==> src/rtl/misr_resp_compactor.sv <==
// Response compactor: folds accepted W-bit vectors into a Galois MISR and compares
// the final signature with a latched expected value. Optional macro: MISR_XMASK_EN.
module misr_resp_compactor #(
    parameter int unsigned   W    = 8,
    parameter logic [W-1:0]  POLY = W'(32'h1D),
    parameter logic [W-1:0]  SEED = '0,
    parameter int unsigned   CW   = 16
) (
    input  logic          C,
    input  logic          RN,
    input  logic          START,
    input  logic          ABRT,
    input  logic [CW-1:0] LEN,
    input  logic [W-1:0]  EXP,
    input  logic          IN_VLD,
    input  logic [W-1:0]  IN_D,
`ifdef MISR_XMASK_EN
    input  logic [W-1:0]  IN_MASK,
`endif
    output logic          IN_RDY,
    output logic [W-1:0]  SIG,
    output logic [CW-1:0] CNT,
    output logic          BUSY,
    output logic          DONE,
    output logic          PASS
);

    typedef enum logic [1:0] {
        S_IDLE = 2'd0,
        S_RUN  = 2'd1,
        S_DONE = 2'd2
    } state_t;

    state_t        r_state;
    logic [W-1:0]  r_sig;
    logic [CW-1:0] r_cnt;
    logic [CW-1:0] r_len;
    logic [W-1:0]  r_exp;
    logic          r_rdy;
    logic          r_busy;
    logic          r_done;
    logic          r_pass;

    logic [W-1:0]  w_din;
    logic [W-1:0]  w_fold;
    logic          w_beat;
    logic          w_last;

`ifdef MISR_XMASK_EN
    assign w_din = IN_D & ~IN_MASK;
`else
    assign w_din = IN_D;
`endif

    // Galois shift: MSB leaves and feeds back through the polynomial taps
    assign w_fold = {r_sig[W-2:0], 1'b0} ^ (r_sig[W-1] ? POLY : '0) ^ w_din;
    assign w_beat = IN_VLD & r_rdy;
    assign w_last = (r_cnt == (r_len - CW'(1)));

    always_ff @(posedge C or negedge RN) begin
        if (!RN) begin
            r_state <= S_IDLE;
            r_sig   <= '0;
            r_cnt   <= '0;
            r_len   <= '0;
            r_exp   <= '0;
            r_rdy   <= 1'b0;
            r_busy  <= 1'b0;
            r_done  <= 1'b0;
            r_pass  <= 1'b0;
        end else if (ABRT) begin
            // SIG/CNT are kept for debug; any beat this cycle is dropped
            r_state <= S_IDLE;
            r_rdy   <= 1'b0;
            r_busy  <= 1'b0;
            r_done  <= 1'b0;
            r_pass  <= 1'b0;
        end else begin
            case (r_state)
                S_IDLE, S_DONE: begin
                    if (START) begin
                        r_sig <= SEED;
                        r_cnt <= '0;
                        r_len <= LEN;
                        r_exp <= EXP;
                        if (LEN != '0) begin
                            r_state <= S_RUN;
                            r_rdy   <= 1'b1;
                            r_busy  <= 1'b1;
                            r_done  <= 1'b0;
                            r_pass  <= 1'b0;
                        end else begin
                            r_state <= S_DONE;
                            r_rdy   <= 1'b0;
                            r_busy  <= 1'b0;
                            r_done  <= 1'b1;
                            r_pass  <= (SEED == EXP);
                        end
                    end
                end
                S_RUN: begin
                    if (w_beat) begin
                        r_sig <= w_fold;
                        r_cnt <= r_cnt + CW'(1);
                        if (w_last) begin
                            r_state <= S_DONE;
                            r_rdy   <= 1'b0;
                            r_busy  <= 1'b0;
                            r_done  <= 1'b1;
                            r_pass  <= (w_fold == r_exp);
                        end
                    end
                end
                default: begin
                    r_state <= S_IDLE;
                    r_rdy   <= 1'b0;
                    r_busy  <= 1'b0;
                    r_done  <= 1'b0;
                    r_pass  <= 1'b0;
                end
            endcase
        end
    end

    assign IN_RDY = r_rdy;
    assign SIG    = r_sig;
    assign CNT    = r_cnt;
    assign BUSY   = r_busy;
    assign DONE   = r_done;
    assign PASS   = r_pass;

endmodule
==> config.mk <==
export PLATFORM = sky130hd
export DESIGN_NAME = misr_resp_compactor
export DESIGN_NICKNAME = d
export VERILOG_FILES = /design/src/rtl/misr_resp_compactor.sv
export SDC_FILE = /design/constraint.sdc
export NUM_CORES = 1
export LEC_CHECK = 0
export BUFFER_PORTS_ARGS = -buffer_cell sky130_fd_sc_hd__buf_2
export CELL_PAD_IN_SITES_DETAIL_PLACEMENT = 1
export CELL_PAD_IN_SITES_GLOBAL_PLACEMENT = 2
export CORE_MARGIN = 8
export CORE_UTILIZATION = 33
export DETAILED_ROUTE_END_ITERATION = 16
export PLACE_DENSITY_LB_ADDON = 0.1
export SYNTH_ARGS = -nofsm -noshare
export SYNTH_HDL_FRONTEND = slang
export SYNTH_SLANG_ARGS = --single-unit
export TNS_END_PERCENT = 50
==> constraint.sdc <==
create_clock -name C -period 3.45 [get_ports C]
set_input_delay 0.5175 -clock C [delete_from_list [all_inputs] [get_ports C]]
set_output_delay 0.5175 -clock C [all_outputs]
set_load 0.005 [all_outputs]
==> out/qor.yml <==
synth:
  synth_top_cells_by_area: "sky130_fd_sc_hd__dfrtp_1 44%, sky130_fd_sc_hd__mux2_2 8.2%, sky130_fd_sc_hd__xnor2_1 7.3%"
  synthDistinctLibCells: 42
  netlist_instances: 286
  synthesis.area_per_instance_sq_um: 10.0
  yosysWarningCount: 0
  synth_top_area_cell: "sky130_fd_sc_hd__dfrtp_1"
  ys_ff_latch: 51
  fraction_of_synthesized_cell_area_taken_by_the_top_area_cell_type_pct: 44.4
  syn-cell-area_sq_um: 2870
  synth_nets: 325
  synth.yosys.seq_area_share_pct: 44.4
worst_hold_path:
  worst_hold_path_type: "primary input to asynchronous set/reset pin"
setup_path:
  crit_cells: 7
  cp_cell_sequence: "or4_1, or4_4, or4_1, a222oi_1, nand4_1, a21oi_2, mux2_1"
  start_to_end_type_of_the_worst_setup_path: "flip-flop to flip-flop"
  startpoint: "r_len[9]"
  max_stage_delay_ns: 0.59
  crit_top_cell: "sky130_fd_sc_hd__or4_1"
  crit_slowest_cell: "sky130_fd_sc_hd__or4_1"
  rr_startpoint: "r_len[9]"
  worstPathArrival_ns: 3.33
  critical_path.max_fanout: 5
  critical_path.startpoint_type: "flip-flop"
  path_delay_family: "simple AND/OR/NAND/NOR gates"
  worstRegToRegCells: 7
  critical_path_buf_inv_count: 0
  worst_setup_path_end_kind: "flip-flop"
  required_ns: 3.64
cts:
  post_cts.resized_instances: 0
  ctsHoldBuffers: 0
  cts_made_buffers: 5
  htreeDepth: 2
  clk_latency_ns: 0.31
  tritoncts: "yes"
  numClockSinks: 51
  clock_path_buffers: 2
  cts_setup_buffers: 0
  cts_root_buffer: "sky130_fd_sc_hd__clkbuf_8"
  cts.reportedPaths.clkPinSlew_ns: 0.09
grt:
  globalRoute.totalOverflow: 0
  grt_antenna_before_repair: 1
  groute.usage.overall_pct: 14.7
  grt_pass1_wl_um: 13900
  maximum_number_of_pins_on_one_net_before_global_route_repair: 52
  first_global_vias: 2606
power_and_ir_drop:
  comb_power_share_pct: 28.0
  seqPwrFrac_pct: 50.1
  power.density_cell_area_nw_per_um2: 461
  power.share.clock_pct: 21.9
  p_leak_nw: 1.51
  report.power.total_mw: 1.57
  net_switching_component_of_the_power_uw: 528
  power.switching_fraction_pct: 33.6
  power.internal_mw: 1.04
  power.ir.vdd_worst_mv: 0.150
timing:
  final-hold-violation-count: 0
  timing_worst_slew_pin_value_ns: 0.695
  report.final.slew_viol_count: 0
  clock-skew-final_ns: 0.0129
  period_needed_ns: 3.14
  slew_headroom_pct: 53.7
  final_min_period_over_clock_period_pct: 91.1
  achievable-frequency_mhz: 318
  grt_setup_unrepaired: "false"
  timing.final.setup_violations: 0
  whs_ns: 0.338
  setup-tns-final_ns: 0
layout:
  final_net_count: 391
  insertedDiodeCount: 0
  area_growth_syn_to_layout_pct: 18.7
  drive_above_1_share_pct: 28.9
  nFillCells: 1018
floorplan:
  std_cell_rows: 34
  floorplan.initialDensity_pct: 33.4
  height_of_the_die_um: 109
  floorplan.die.width_um: 109
  die_area_sq_um: 12000
  io-pin-count: 65
  floorplan_core_area_sq_um: 8590
route:
  post_drt_wl_per_cell_um: 18.1
  number_of_nets_still_failing_antenna_checks_after_routing: 0
  detail_route.vias_per_cell: 5.19
  drtIter0Drc: 90
  routed_wirelength_um: 8370
  detailroute.via_count: 2391
  drt_first_pass_iters: 4
  drc: 0
placement:
  portBuffers: 64
  place.detailed.hpwl_um: 6560
  gp_congestion: 0.822
flow_run:
  max-cap-violations: 0
status:
  status: "finished clean"
## layout make-up
cell class	instances	area, sq um	share of cell area [%]
clock buffers	7	76.3	2.24
inverters	8	30.0	0.880
clock inverters	1	5.00	0.147
multi-input cells	217	1530	44.9
well taps	108	135	3.96
flip-flops and latches	51	1280	37.4
repair buffers	69	358	10.5
## layer usage
layer	vias to the layer above	global-route usage, %	wire, um
li1	1145	-	-
met4	2	2.60	38
met1	1199	19.4	3830
met2	41	24.8	4210
met5	-	0	12
met3	4	2.93	269
## logic make-up (layout without fill, tap and decap cells)
logic type	count (synthesis)	count (layout)	share of synthesized area (%)
and+or+nand+nor	99	99	18.7
DFF	51	51	44.4
AOI/OAI and AO/OA	47	47	10.6
xor gates and xnor gates	47	47	14.3
muxes	22	22	8.62
buffers and inverters	18	85	2.53
adders and majority gates	2	2	0.871
## cell usage after synthesis
library cell,n
sky130_fd_sc_hd__a2111o_1,1
sky130_fd_sc_hd__a2111oi_0,1
sky130_fd_sc_hd__a21o_1,2
sky130_fd_sc_hd__a21oi_1,8
sky130_fd_sc_hd__a21oi_2,1
sky130_fd_sc_hd__a222oi_1,1
sky130_fd_sc_hd__a22o_1,4
sky130_fd_sc_hd__a22o_2,1
sky130_fd_sc_hd__a311oi_1,2
sky130_fd_sc_hd__and2_1,2
sky130_fd_sc_hd__and3_1,2
sky130_fd_sc_hd__buf_2,1
sky130_fd_sc_hd__buf_4,1
sky130_fd_sc_hd__clkbuf_1,8
sky130_fd_sc_hd__dfrtp_1,51
sky130_fd_sc_hd__ha_1,2
sky130_fd_sc_hd__inv_1,8
sky130_fd_sc_hd__mux2_1,1
sky130_fd_sc_hd__mux2_2,21
sky130_fd_sc_hd__nand2_1,14
sky130_fd_sc_hd__nand2b_1,6
sky130_fd_sc_hd__nand3_1,8
sky130_fd_sc_hd__nand4_1,5
sky130_fd_sc_hd__nand4b_1,1
sky130_fd_sc_hd__nor2_1,17
sky130_fd_sc_hd__nor2b_1,5
sky130_fd_sc_hd__nor3_1,11
sky130_fd_sc_hd__nor3b_1,1
sky130_fd_sc_hd__nor4_1,8
sky130_fd_sc_hd__nor4bb_1,1
sky130_fd_sc_hd__o211a_1,1
sky130_fd_sc_hd__o211ai_1,1
sky130_fd_sc_hd__o21ai_0,21
sky130_fd_sc_hd__o21ba_2,1
sky130_fd_sc_hd__o21bai_1,1
sky130_fd_sc_hd__o31ai_1,1
sky130_fd_sc_hd__or2_2,1
sky130_fd_sc_hd__or3_1,11
sky130_fd_sc_hd__or4_1,5
sky130_fd_sc_hd__or4_4,1
sky130_fd_sc_hd__xnor2_1,24
sky130_fd_sc_hd__xor2_1,23
## state kept, by name, indices dropped and copies added, names as in the netlist
signal   cells
SIG          8
r_exp        8
r_state      1
CNT         16
BUSY         1
r_len       16
PASS         1
## power groups by stage
stage | Sequential (mW) | Clock [mW] | Combinational [mW]
2_1_floorplan | 0.768 | 0 | 0.306
3_3_place_gp | 0.795 | 0 | 0.442
3_5_place_dp | 0.801 | 0 | 0.446
4_1_cts | 0.790 | 0.367 | 0.450
5_1_grt | 0.805 | 0.384 | 0.489
6_report | 0.787 | 0.345 | 0.440
## stage by stage
step	setup WS [ns]	std cells	cell area, sq um	utilization (%)
after floorplan	0.589	286	2870	-
after detailed placement	0.350	453	3330	38.7
after CTS	0.317	461	3410	39.7
final	0.307	461	3410	39.7
after global placement	0.443	453	3330	38.7
after global routing	0.184	461	3410	39.7
## worst paths after layout
path                       slack, ns        to
hold / removal                  0.34    SIG[4]
setup reg to reg                0.31      PASS
max in group asynchronous       2.65  r_len[6]
hold reg to reg                 0.54  r_exp[1]
setup / recovery                0.31      PASS
min in group C                  0.44  r_len[1]
## cells in the final DEF (no fill, tap or decap), drive strengths merged, types with 2 or more instances in the layout
cell type  count
a22o           5
nor3          11
xor2          23
nor2          17
nand3          8
mux2          22
and3           2
dfrtp         51
buf           69
ha             2
nand2         14
nor4           8
a21o           2
or3           11
a311oi         2
inv            8
a21oi          9
nand4          5
xnor2         24
and2           2
nand2b         6
clkbuf         7
o21ai         21
nor2b          5
or4            6
Power figures use the tool's default switching activity.
